===== src/rtl/ysyx_25040111_cache_axi_rd.sv =====
// Cache refill engine: turns one refill request into a single AXI4 INCR read
// burst and forwards every returned beat to the cache as a one-cycle pulse.
//
//   state    | meaning
//   ---------+-------------------------------------------------------
//   S_IDLE   | waiting for rstart; request fields captured on accept
//   S_AR_REQ | arvalid high, address/length held until AR handshake
//   S_R_DATA | rready high, one beat accepted per rvalid cycle
module ysyx_25040111_cache_axi_rd #(
  parameter int AXI_ID = 0,
  parameter int ID_W   = 4
) (
  input  logic            clock,
  input  logic            reset,
  input  logic            rstart,
  input  logic [31:0]     raddr,
  input  logic [7:0]      rlen,
  output logic            rok,
  output logic [31:0]     rdata,
  output logic            rerr,
  output logic            busy,
  output logic            arvalid,
  input  logic            arready,
  output logic [31:0]     araddr,
  output logic [ID_W-1:0] arid,
  output logic [7:0]      arlen,
  output logic [2:0]      arsize,
  output logic [1:0]      arburst,
  input  logic            rvalid,
  output logic            rready,
  input  logic [31:0]     axi_rdata,
  input  logic [1:0]      rresp,
  input  logic            rlast,
  input  logic [ID_W-1:0] rid
);

  typedef enum logic [1:0] {
    S_IDLE   = 2'd0,
    S_AR_REQ = 2'd1,
    S_R_DATA = 2'd2
  } state_t;

  localparam logic [ID_W-1:0] ID_VAL = ID_W'(AXI_ID);

  state_t     state;
  state_t     state_nxt;
  logic [7:0] beat_cnt;
  logic       ar_hs;
  logic       r_hs;
  logic       last_beat;

  assign ar_hs     = arvalid & arready;
  assign r_hs      = rvalid & rready;
  assign last_beat = (beat_cnt == arlen);

  assign arid    = ID_VAL;
  assign arsize  = 3'b010;
  assign arburst = 2'b01;

  // State register
  always_ff @(posedge clock or negedge reset) begin
    if (!reset) state <= S_IDLE;
    else        state <= state_nxt;
  end

  // Next-state: the beat counter alone ends the burst, rlast is only checked
  always_comb begin
    state_nxt = state;
    case (state)
      S_IDLE:   if (rstart)            state_nxt = S_AR_REQ;
      S_AR_REQ: if (ar_hs)             state_nxt = S_R_DATA;
      S_R_DATA: if (r_hs && last_beat) state_nxt = S_IDLE;
      default:                         state_nxt = S_IDLE;
    endcase
  end

  // Handshake outputs decoded straight from state
  always_comb begin
    arvalid = 1'b0;
    rready  = 1'b0;
    busy    = 1'b0;
    case (state)
      S_AR_REQ: begin
        arvalid = 1'b1;
        busy    = 1'b1;
      end
      S_R_DATA: begin
        rready = 1'b1;
        busy   = 1'b1;
      end
      default: ;
    endcase
  end

  // Request capture, beat counting and registered beat delivery
  always_ff @(posedge clock or negedge reset) begin
    if (!reset) begin
      araddr   <= 32'd0;
      arlen    <= 8'd0;
      beat_cnt <= 8'd0;
      rdata    <= 32'd0;
      rok      <= 1'b0;
      rerr     <= 1'b0;
    end else begin
      rok  <= r_hs;
      rerr <= r_hs & ((rresp != 2'b00) | (rid != ID_VAL) | (rlast != last_beat));
      if (r_hs)
        rdata <= axi_rdata;
      if ((state == S_IDLE) && rstart) begin
        araddr <= {raddr[31:2], 2'b00};
        arlen  <= rlen;
      end
      if (ar_hs)
        beat_cnt <= 8'd0;
      else if (r_hs)
        beat_cnt <= beat_cnt + 8'd1;
    end
  end

endmodule


===== config.mk =====
export PLATFORM = sky130hd
export DESIGN_NAME = ysyx_25040111_cache_axi_rd
export DESIGN_NICKNAME = d
export VERILOG_FILES = /design/src/rtl/ysyx_25040111_cache_axi_rd.sv
export SDC_FILE = /design/constraint.sdc
export NUM_CORES = 1
export LEC_CHECK = 0
export BUFFER_PORTS_ARGS = -buffer_cell sky130_fd_sc_hd__buf_2
export CAP_MARGIN = 20
export CORE_MARGIN = 1.5
export CORE_UTILIZATION = 40
export DETAILED_ROUTE_END_ITERATION = 6
export GPL_TIMING_DRIVEN = 0
export PLACE_DENSITY = 0.78
export SLEW_MARGIN = 0
export SYNTH_ARGS = -nofsm -noshare
export SYNTH_HDL_FRONTEND = slang
export SYNTH_SLANG_ARGS = --single-unit

===== constraint.sdc =====
create_clock -name clock -period 2.5 [get_ports clock]
set_clock_uncertainty 0.1 [all_clocks]
set_input_delay 0.5 -clock clock [delete_from_list [all_inputs] [get_ports clock]]
set_output_delay 0.5 -clock clock [all_outputs]
set_load 0.03 [all_outputs]

==> Yosys cells after proc, flatten, opt, wreduce, memory -nomap -nowiden <==
Index checks and enable logic that the tools add are counted.
{ "word_totals": {"ff_bits": 82, "elab_cells": 37, "out_inout_bits": 86, "in_bits": 84} }
{ "op_classes": {"bitwise_logic": 5, "eq_ne": 7, "reduce_logical": 8, "n_addsub": 1, "n_mux": 9} }
{ "op_table": {"columns": ["op", "n"], "rows": [
  ["$mux W8", 2],
  ["$add A8 B1 Y8 const B", 1],
  ["$eq A8 B8 Y1", 1],
  ["$mux W2", 3],
  ["$ne A2 B2 Y1 const B", 3],
  ["$pmux W2 S3", 1],
  ["$reduce_bool A2 Y1", 2],
  ["$reduce_bool A4 Y1", 1],
  ["$and A1 B1 Y1", 3],
  ["$mux W1", 3],
  ["$reduce_and A3 Y1", 1],
  ["$eq A2 B1 Y1 const B", 1],
  ["$eq A2 B2 Y1 const B", 1],
  ["$logic_and A1 B1 Y1", 2],
  ["$logic_not A2 Y1", 1],
  ["$or A1 B1 Y1", 2],
  ["$reduce_or A2 Y1", 1],
  ["$ne A1 B1 Y1", 1]
]} }

==> Depth between registers and ports, before layout <==
Gate-level depths: netlist of run 1.
{ "depth": {"ltp_word": 6, "mapped_depth": 9, "ltp_nobuf": 7} }

==> Least setup slack after synthesis of run 1 <==
No wires, ideal clock.
{ "synth_path": {"path_type": "register -> register", "start": "reg state[0]", "end": "reg beat_cnt[3]", "n_path_buf": 2, "setup_ps": 128, "period_less_slack_ps": 1954, "path_slack_ps": 546, "path_stages_with_launch": 10, "t_arrival_ps": 1725, "required_ps": 2272, "path_cell_list": "dfrtp_1 -> inv_1 -> ha_1 -> buf_4 -> nand2_1 -> inv_2 -> buf_2 -> nand2_1 -> xor2_1 -> nor2_1"} }
{ "synth_via": {"elab_chain_len": 4, "word_cells_on_any_way": 8, "classes_between": "eq/ne: 2; mux: 3; bitwise: 2; reduce/logical: 1"} }
{ "synth_rtl": {"columns": ["element", "line_no", "source"], "rows": [
  ["from (decl)", "45", "state_t state;"],
  ["from (signal assigned)", "63", "else state <= state_nxt;"],
  ["$eq A2 B2 Y1", "82", "case (state)"],
  ["$mux W1", "82", null],
  ["net rready", "30", "output logic rready,"],
  ["$and A1 B1 Y1", "53", "assign r_hs = rvalid & rready;"],
  ["$reduce_bool A2 Y1 (no line)", null, null],
  ["to (signal assigned)", "116", "beat_cnt <= beat_cnt + 8'd1;"],
  ["to (decl)", "47", "logic [7:0] beat_cnt;"]
]} }
The timed path passes the listed nets, and every way through them passes these cells.
A chain may end at the register's enable or synchronous reset.

==> Final worst setup path of run 1 <==
{ "layout_path": {"start": "reg state[0]", "end": "reg rdata[26]"} }
{ "layout_via": {"elab_chain_len": 3} }
{ "layout_rtl": {"columns": ["element", "line_no", "source"], "rows": [
  ["$eq A2 B2 Y1", "82", null],
  ["$mux W1", "82", null],
  ["$and A1 B1 Y1", "53", null],
  ["net r_hs", "49", "logic r_hs;"],
  ["to (signal assigned)", "108", "rdata <= axi_rdata;"],
  ["to (decl)", "19", "output logic [31:0] rdata,"]
]} }
The timed path passes the listed nets, and every way through them passes these cells.

==> results of run 1 <==
-- area by class of cell --
cell class                      count  share of cell area
Buffer                             24              0.0308
Clock buffer                        9              0.0265
Clock inverter                      5              0.0225
Inverter                            3             0.00241
Multi-Input combinational cell    211               0.279
Sequential cell                    82               0.439
Tap cell                          105              0.0281
Timing Repair Buffer              157               0.172
-- critical path, delay by kind of cell, from the launching register on --
family | cells | cell delay, ps
flops | 1 | 440
buf+inv | 5 | 970
fa+ha+maj | 1 | 190
simple gates | 3 | 380
-- cell families (layout without fill, tap and decap cells) --
group | count (synthesis) | in the layout | share of synthesized area
adder cells (fa/ha/maj) | 6 | 6 | 0.0216
AO/OA/AOI/OAI | 7 | 7 | 0.0137
buffers and inverters | 27 | 198 | 0.0446
multiplexers | 38 | 38 | 0.123
flip-flops | 82 | 82 | 0.590
XOR/XNOR | 15 | 15 | 0.0400
AND/OR/NAND/NOR | 134 | 134 | 0.165
other | 2 | 11 | 0.00216
-- sequential cells by signal, summed over array words and instances (netlist names) --
signal / flops
rdata: 32
beat_cnt: 8
rerr: 1
state: 2
araddr: 30
arlen: 8
rok: 1
-- stage by stage --
stage | utilization | setup WS (ps) | hold WS, ps
finish | 0.563 | 356 | 35.3
global route | 0.563 | 197 | 56.8
CTS | 0.563 | 345 | 41.2
detailed placement | 0.536 | 382 | 358
global placement | 0.533 | 243 | 352
floorplan | - | 546 | 104
-- where the power goes --
| part | total (W) | leakage (nW) | switching [W] | internal, W |
|---|---|---|---|---|
| Sequential | 0.00226 | 1.01 | 0.000343 | 0.00191 |
| Combinational | 0.00307 | 1.40 | 0.00205 | 0.00102 |
| Clock | 0.00111 | 0.107 | 0.000460 | 0.000652 |
| Total | 0.00644 | 2.52 | 0.00286 | 0.00358 |
-- placed cells by master, fill, tap and decap left out, types with 8 or more instances in the layout --
cell,instances
mux2_2,18
conb_1,11
mux2_1,20
nor2_1,8
buf_4,13
buf_2,162
dfrtp_1,82
nand2_1,104
xnor2_1,8
clkbuf_8,9
-- final timing paths --
path | to | slack (ps)
max | rdata[26] | 360
max in group asynchronous | arlen[0] | 1670
min in group clock | rdata[14] | 240
min reg2reg | rdata[22] | 380
min | rdata[27] | 40
max reg2reg | rdata[26] | 360
-- metal layers --
metal / track usage / up-vias / routed length (microns)
li1: - / 1346 / -
met2: 0.293 / 115 / 3880
met4: 0.0650 / 0 / 87
met3: 0.0569 / 8 / 674
met5: 0 / - / 0
met1: 0.197 / 1312 / 3230
==> key figures, run 1 <==
Run status
  – Status: finished, final reports clean

Layout
  – # diodes: 0
  – Area delta synth->final: 34.4%
  – Multi-input gate area: 1300 sq um
  – # nets final: 578
  – Reg area: a little over 2000 sq um
  – FILL cells: around 750
  – Final Cell Area: between 4000 and 5000 sq um
  – Non-Filler Instances: 596
  – Fraction of layout instances using a drive strength above 1: 0.432

Power and ir drop
  – Power Density: roughly 1400 nW/um^2
  – Total power: 0.00644 W
  – Static Leak: 2.52 nW
  – Worst vdd ir: 0.000620 V

Floorplanning
  – Starting Density: 0.419
  – Die W: between 90 and 100 microns
  – Core Region: approximately 8300 sq um
  – Chip height: slightly below 100 microns
  – Standard-cell rows: 33
  – Die area: 9260 sq um
  – # IOs: 170

Logic synthesis
  – Number of synthesized flops with an enable pin: 0
  – Top cells by count, synth: 104 x nand2_1, 82 x dfrtp_1, 20 x mux2_1
  – Sequential fraction of the synthesis area: 0.590
  – Top-count cell post-synth: nand2_1
  – Count of cell types in the netlist: 35
  – Yosys top cell area share: 0.590
  – Synth Register Bits: between 80 and 90
  – Most used DFF post-synth: dfrtp_1
  – Syn Area/Cell: approximately 11 sq um
  – Asr flop ratio synth: 1.00
  – Synth warn: 0
  – Mapped Cells: a little over 300
  – Syn Std Cell Area: around 3500 sq um
  – Synth area leader: dfrtp_1
  – Top cells by area, synth: dfrtp_1 59%, nand2_1 11%, mux2_1 6.5%

Worst setup path
  – CP Data Arrival Time: roughly 2300 ps
  – Worst r2r path cells: 9
  – Critical Path Start: state[0]
  – Path type of the worst setup path: reg -> reg
  – Startpoint Class: flop
  – CP required: 2670 ps
  – Critical Path Fanout Max: 10
  – Crit path capture type: flop
  – CP max stage cell: dfrtp_1
  – Cell mode on critical path: nand2_1
  – Worst flop-to-flop path startpoint: state[0]
  – CP max stage delay: 440 ps
  – Critical path, cell by cell: inv_1 -> ha_1 -> buf_4 -> nand2_1 -> inv_2 -> buf_2 -> buf_2 -> nand2_1 -> nand2_1

CTS
  – CTS clk-pin slew, worst paths: approximately 80 ps
  – # Post-CTS Setup Buffers: 0
  – Post-CTS sizing: 0
  – Clk_lat worst skew: ~340 ps
  – H-tree depth: 3
  – CTS tree: yes
  – Clock root cell: clkbuf_8
  – Deepest clock path buffer count: 2
  – Num CTS Buffers: 9
  – Clk sinks: 82
  – CTS hold repair buffers: 0

GRT
  – Largest net degree at the start of global routing: 43
  – Overflow after GRT: 0
  – Initial antenna violation count: 0
  – Global-route wire length before repair: between 10,000 and 15,000 microns
  – GRT Total Usage: 0.171
  – Vias in the first global route: 2,710

Route
  – Via/cell ratio: about 4.7
  – Routed vias: roughly 2,800
  – Drt first-iter violations: 73
  – WL/cell: about 13 microns
  – Antenna Nets Post-Route: 0
  – DRC: 0
  – Wirelength, routed: 7870 microns
  – First-pass DRT Iterations: 4

Worst hold path
  – Min-Delay Path Class: in -> async

Timing
  – Slew margin rel.: 0.629
  – Setup violators final: 0
  – TNS Setup: 0 ps
  – RSZ-0062 raised after global routing: false
  – F_max: 466 MHz
  – Worst slew pin tran: between 500 and 600 ps
  – Slew Limit Fails: 0
  – Tcrit/Tclk final: 0.858
  – Min Tclk post-route: ~2100 ps
  – Final hold vios: 0

Place
  – HPWL after DPL: roughly 6000 microns
  – Placed cells: a little under 600
  – Port bufs: approximately 160
  – Placed Area: 4440 sq um
  – GPL Wtd Cong: about 0.83

Run
  – Max-cap viol count: 0
Power figures use the tool's default switching activity.
==> run 2: changes to the inputs <==
ABC_AREA = 1   (was default)
==> key figures, run 2 <==
Worst hold path
  – Min-Delay Path Class: in -> async (unchanged)

Timing
  – Final setup margin: 577 ps (was 356 ps)
  – Min Tclk post-route: 1920 ps (was 2140 ps)
  – TNS Setup: 0 ps (unchanged)
  – F_max: 520 MHz (was 466 MHz)
  – Tcrit/Tclk final: 0.769 (was 0.858)
  – RSZ-0062 raised after global routing: false (unchanged)
  – Slew Limit Fails: 0 (unchanged)
  – Setup violators final: 0 (unchanged)
  – Final hold vios: 0 (unchanged)

GRT
  – Overflow after GRT: 0 (unchanged)
  – Initial antenna violation count: 0 (unchanged)
  – Largest net degree at the start of global routing: 46 (was 43)
  – Global-route wire length before repair: 12,000 microns (about the same)
  – Vias in the first global route: 2,679 (was 2,710)
  – GRT Total Usage: 0.171 (about the same)

Floorplanning
  – Die W: 96.1 microns (was 96.2 microns)
  – Standard-cell rows: 33 (unchanged)
  – # IOs: 170 (unchanged)
  – Starting Density: 0.418 (was 0.419)
  – Core Region: 8300 sq um (unchanged)
  – Die area: 9240 sq um (was 9260 sq um)
  – Chip height: 96.1 microns (was 96.2 microns)

Route
  – Routed vias: 2,816 (was 2,781)
  – WL/cell: 11.9 microns (was 13.2 microns)
  – DRC: 0 (unchanged)
  – Drt first-iter violations: 64 (was 73)
  – First-pass DRT Iterations: 4 (unchanged)
  – Via/cell ratio: 4.47 (was 4.67)
  – Antenna Nets Post-Route: 0 (unchanged)
  – Wirelength, routed: 7470 microns (was 7870 microns)

CTS
  – Clock root cell: clkbuf_8 (unchanged)
  – Num CTS Buffers: 9 (unchanged)
  – CTS tree: yes (unchanged)
  – Clk_lat worst skew: 340 ps (about the same)
  – H-tree depth: 3 (unchanged)
  – CTS hold repair buffers: 0 (unchanged)
  – Deepest clock path buffer count: 2 (unchanged)
  – # Post-CTS Setup Buffers: 0 (unchanged)
  – CTS clk-pin slew, worst paths: 80 ps (about the same)
  – Post-CTS sizing: 0 (unchanged)
  – Clk sinks: 82 (unchanged)

Worst setup path
  – CP max stage delay: 400 ps (was 440 ps)
  – Critical Path Fanout Max: 4 (was 10)
  – Path type of the worst setup path: reg -> out (was reg -> reg)
  – Crit path capture type: output pin (was flop)
  – Worst flop-to-flop path startpoint: state[0] (unchanged)
  – Worst r2r path cells: 5 (was 9)
  – R2R Setup Slk: 640 ps (was 360 ps)
  – CP required: 1900 ps (was 2670 ps)
  – CP Data Arrival Time: 1320 ps (was 2320 ps)
  – Crit Reg-Reg Endpoint: araddr[13] (was rdata[26])
  – CP max stage cell: dfrtp_1 (unchanged)
  – Critical path, cell by cell: inv_1 -> ha_1 -> buf_2 (was inv_1 -> ha_1 -> buf_4 -> nand2_1 -> inv_2 -> buf_2 -> buf_2 -> nand2_1 -> nand2_1)
  – Startpoint Class: flop (unchanged)

Power and ir drop
  – Worst vdd ir: 0.000648 V (was 0.000620 V)
  – Static Leak: 2.57 nW (was 2.52 nW)
  – Total power: 0.00623 W (was 0.00644 W)
  – Power Density: 1340 nW/um^2 (was 1380 nW/um^2)

Logic synthesis
  – Count of cell types in the netlist: 20 (was 35)
  – Top cells by count, synth: 131 x nand2_1, 82 x dfrtp_1, 34 x mux2_2 (was 104 x nand2_1, 82 x dfrtp_1, 20 x mux2_1)
  – Yosys top cell area share: 0.592 (was 0.590)
  – Synth warn: 0 (unchanged)
  – Syn Std Cell Area: 3470 sq um (was 3480 sq um)
  – Number of synthesized flops with an enable pin: 0 (unchanged)
  – Sequential fraction of the synthesis area: 0.592 (was 0.590)
  – Asr flop ratio synth: 1.00 (unchanged)
  – Synth area leader: dfrtp_1 (unchanged)
  – Syn Area/Cell: 10.1 sq um (was 11.2 sq um)
  – Top cells by area, synth: dfrtp_1 59%, nand2_1 14%, mux2_2 11% (was dfrtp_1 59%, nand2_1 11%, mux2_1 6.5%)
  – Mapped Cells: 343 (was 311)
  – Synth Register Bits: 82 (unchanged)
  – Top-count cell post-synth: nand2_1 (unchanged)
  – Most used DFF post-synth: dfrtp_1 (unchanged)

Place
  – Port bufs: 156 (unchanged)
  – Post-Place Worst Slack: 625 ps (was 382 ps)
  – GPL Wtd Cong: 0.719 (was 0.834)
  – Placed cells: 614 (was 582)
  – HPWL after DPL: 5780 microns (was 6050 microns)

Run status
  – Status: finished, final reports clean (unchanged)

Layout
  – Non-Filler Instances: 630 (was 596)
  – # nets final: 610 (was 578)
  – Top flop regs: rdata (32), araddr (30) (unchanged)
  – # diodes: 0 (unchanged)
  – FILL cells: 765 (was 753)
  – Max reg flops: 32 (unchanged)
  – Most flop-heavy register: rdata (unchanged)
  – Area delta synth->final: 33.8% (was 34.4%)
  – Most common cell after layout, fill and taps aside: buf_2 (unchanged)
  – Fraction of layout instances using a drive strength above 1: 0.436 (was 0.432)
  – Most frequent cells in the layout: 163 x buf_2, 131 x nand2_1, 82 x dfrtp_1 (was 162 x buf_2, 104 x nand2_1, 82 x dfrtp_1)

Run
  – Max-cap viol count: 0 (unchanged)
-- run 2: cell types whose count changed in the layout (fill, tap and decap cells not counted), moves of 7 or more --
cell	before	now
mux2_2	18	34
inv_1	2	17
mux2_1	20	0
nand2_1	104	131
nor2_1	8	18
a21oi_1	1	8
-- run 2: per-layer routing --
metal | part of all wire | GRT usage | up-vias | wire length [microns]
li1 | - | - | 1403 | -
met5 | 0 | 0 | - | 0
met4 | 0.012 | 0.0625 | 0 | 87
met3 | 0.073 | 0.0529 | 7 | 546
met1 | 0.43 | 0.206 | 1300 | 3180
met2 | 0.49 | 0.286 | 106 | 3660
-- run 2: layout make-up --
class | instances | area [sq um] | area share
Buffer | 22 | 134 | 0.0289
Clock buffer | 12 | 155 | 0.0334
Multi-Input combinational cell | 230 | 1250 | 0.269
Sequential cell | 82 | 2050 | 0.442
Inverter | 18 | 67.6 | 0.0146
Tap cell | 105 | 131 | 0.0283
Clock inverter | 4 | 48.8 | 0.0105
Timing Repair Buffer | 157 | 803 | 0.173
-- run 2: kinds of logic after synthesis --
group / Yosys count / share of synthesized area
AO/OA/AOI/OAI: 15 / 0.0220
adder cells (fa/ha/maj): 6 / 0.0217
XOR/XNOR: 4 / 0.0101
AND/OR/NAND/NOR: 160 / 0.184
other: 2 / 0.00217
buffers and inverters: 40 / 0.0581
multiplexers: 34 / 0.110
flip-flops: 82 / 0.592
-- run 2: power by group --
part | internal (W) | switching [W]
logic | 0.000996 | 0.00203
clock network | 0.000517 | 0.000456
registers | 0.00191 | 0.000317
-- run 2: worst max-delay path by stage --
stage               slack (ps)  startpoint          end  cells after the start
finish                     580    state[0]         busy                      3
global route               490    state[0]         busy                      3
CTS                        540    state[0]         busy                      3
detailed placement         620    state[0]   araddr[13]                      5
global placement           230       reset   araddr[12]                      1
floorplan                  660    state[0]  beat_cnt[7]                      9
-- run 2: metrics by stage --
step	hold WS [ps]	cell area, sq um	util
global route	37.0	4640	0.559
floorplan	104	3500	-
global placement	357	4410	0.532
finish	13.6	4640	0.559
CTS	20.0	4640	0.559
detailed placement	362	4440	0.534
-- run 2: critical path: cells and delay by family (launching register included) --
kind	cells	cell delay, ps
adders and majority gates	1	300
DFF	1	400
buffers and inverters	2	280
==> run 3: changes to the inputs <==
ABC_AREA = 0   (was 1)
PLACE_DENSITY = 0.81   (was 0.78)
clock period = 1.6 ns   (was 2.5 ns; I/O delays follow)
==> key figures, run 3 (synthesis gave the netlist of run 1 again) <==
Floorplanning
  – Die area: 9260 sq um (was 9240 sq um)
  – Chip height: 96.2 microns (was 96.1 microns)
  – Standard-cell rows: 33 (unchanged)
  – Die W: 96.2 microns (was 96.1 microns)
  – Starting Density: 0.419 (was 0.418)
  – Core Region: 8300 sq um (unchanged)
  – # IOs: 170 (unchanged)

Route
  – DRC: 0 (unchanged)
  – Antenna Nets Post-Route: 0 (unchanged)
  – Routed vias: 3,007 (was 2,816)
  – Drt first-iter violations: 55 (was 64)
  – Wirelength, routed: 9230 microns (was 7470 microns)
  – WL/cell: 14.8 microns (was 11.9 microns)
  – Via/cell ratio: 4.83 (was 4.47)
  – First-pass DRT Iterations: 6 (was 4)

GRT
  – GRT Total Usage: 0.177 (was 0.171)
  – Largest net degree at the start of global routing: 43 (was 46)
  – Overflow after GRT: 0 (unchanged)
  – Global-route wire length before repair: 12,500 microns (was 12,000 microns)
  – Initial antenna violation count: 0 (unchanged)
  – Vias in the first global route: 2,726 (was 2,679)

Layout
  – Multi-input gate area: 1690 sq um (was 1250 sq um)
  – FILL cells: 607 (was 765)
  – Fraction of layout instances using a drive strength above 1: 0.624 (was 0.436)
  – Most common cell after layout, fill and taps aside: buf_2 (unchanged)
  – Most flop-heavy register: rdata (unchanged)
  – Area delta synth->final: 59.7% (was 33.8%)
  – # nets final: 603 (was 610)
  – Top flop regs: rdata (32), araddr (30) (unchanged)
  – Core Util, Final: 0.669 (was 0.559)
  – Max reg flops: 32 (unchanged)
  – Reg area: 2060 sq um (was 2050 sq um)
  – Most frequent cells in the layout: 152 x buf_2, 78 x dfrtp_1, 59 x nand2_1 (was 163 x buf_2, 131 x nand2_1, 82 x dfrtp_1)
  – # diodes: 0 (unchanged)

Run status
  – Status: finished, violations left (was finished, final reports clean)
  – Failing checks: setup timing

Run
  – Max-cap viol count: 0 (unchanged)

CTS
  – Num CTS Buffers: 9 (unchanged)
  – Clock root cell: clkbuf_8 (unchanged)
  – Deepest clock path buffer count: 2 (unchanged)
  – H-tree depth: 3 (unchanged)
  – CTS tree: yes (unchanged)
  – Clk_lat worst skew: 340 ps (about the same)
  – Clk sinks: 82 (unchanged)
  – CTS clk-pin slew, worst paths: 90 ps (was 80 ps)

Power and ir drop
  – Total power: 0.0115 W (was 0.00623 W)
  – Power Density: 2070 nW/um^2 (was 1340 nW/um^2)
  – Worst vdd ir: 0.00105 V (was 0.000648 V)
  – Static Leak: 3.01 nW (was 2.57 nW)

Place
  – Port bufs: 156 (unchanged)
  – GPL Wtd Cong: 0.775 (was 0.719)
  – HPWL after DPL: 5900 microns (was 5780 microns)

Timing
  – Setup violators final: 64 (was 0)
  – Final hold vios: 0 (unchanged)
  – Min Tclk post-route: roughly 1700 ps
  – Slew margin rel.: 0.657
  – Tcrit/Tclk final: 1.06
  – Slew Limit Fails: 0 (unchanged)
  – F_max: ~590 MHz
  – Final setup margin: -102 ps (was 577 ps)
  – Hold_ws: 66.1 ps (was 13.6 ps)
  – RSZ-0062 raised after global routing: true (was false)
  – TNS Setup: -2810 ps (was 0 ps)
  – Worst slew pin tran: 514 ps

Worst setup path
  – Crit path capture type: flop (was output pin)
  – Critical Path Fanout Max: 6 (was 4)
  – CP required: 1770 ps (was 1900 ps)
  – Path type of the worst setup path: reg -> reg (was reg -> out)
  – Startpoint Class: flop (unchanged)
  – CP Data Arrival Time: 1870 ps (was 1320 ps)

Worst hold path
  – Min-Delay Path Class: in -> reg (was in -> async)
[run 3: changes by cell type in the layout (fill, tap and decap cells not counted), moves of 11 or more]
| cell | before | now |
|---|---|---|
| nand2_1 | 131 | 59 |
| mux2_2 | 34 | 10 |
| buf_2 | 163 | 152 |
| nand2_2 | 1 | 33 |
| mux2_4 | 0 | 28 |
| buf_4 | 12 | 23 |
| inv_1 | 17 | 0 |
[run 3: layout make-up]
cell class / count / area share
well taps: 105 / 0.0237
multi-input cells: 211 / 0.304
flip-flops and latches: 82 / 0.371
repair buffers: 185 / 0.218
clock buffers: 11 / 0.0255
plain buffers: 21 / 0.0419
inverters: 3 / 0.00518
clock inverters: 5 / 0.0113
[run 3: critical path, cell delays in order (launching register included)]
cell	delay, ps
dfrtp_1	450
xnor2_1	200
nand4_1	250
or4_1	540
nand3_1	90
[run 3: layer usage]
metal / wire length [microns] / share of wire / track usage
met3: 655 / 0.071 / 0.0442
met5: 0 / 0 / 0
met1: 3650 / 0.40 / 0.213
met2: 4790 / 0.52 / 0.305
met4: 133 / 0.014 / 0.0650
[run 3: per-stage QoR]
stage | instance area (sq um) | std cells | worst slack [ps]
2_1_floorplan | 3580 | 320 | -90.6
3_3_place_gp | 4490 | 581 | -599
3_5_place_dp | 4510 | 582 | -270
4_1_cts | 4990 | 610 | -98.4
5_1_grt | 5550 | 623 | -152
6_report | 5550 | 623 | -102
[run 3: what timing repair did]
action                                  CTS  global route
gates resized for setup                  44           103
hold buffers                              1             0
buffers inserted                          9            12
endpoints found under the setup margin   79            71
gates cloned                              2             4
pin swaps                                 3            43
hold endpoints to repair                 40             0
[run 3: where the power goes]
| group | switching [W] | internal [W] |
|---|---|---|
| combinational | 0.00366 | 0.00273 |
| clock | 0.000745 | 0.000773 |
| sequential | 0.000600 | 0.00300 |
| total | 0.00501 | 0.00650 |
[run 3: final timing paths]
path,slack (ps),start,cells after the start,end
worst max-delay path,-100,beat_cnt[0],4,state[0]
worst min-delay path,70,axi_rdata[3],3,rdata[3]
worst max register to register,-100,beat_cnt[0],4,state[0]
worst min register to register,370,rdata[8],2,rdata[8]
max in group asynchronous,380,reset,3,rdata[5]
min in group asynchronous,410,reset,2,beat_cnt[3]
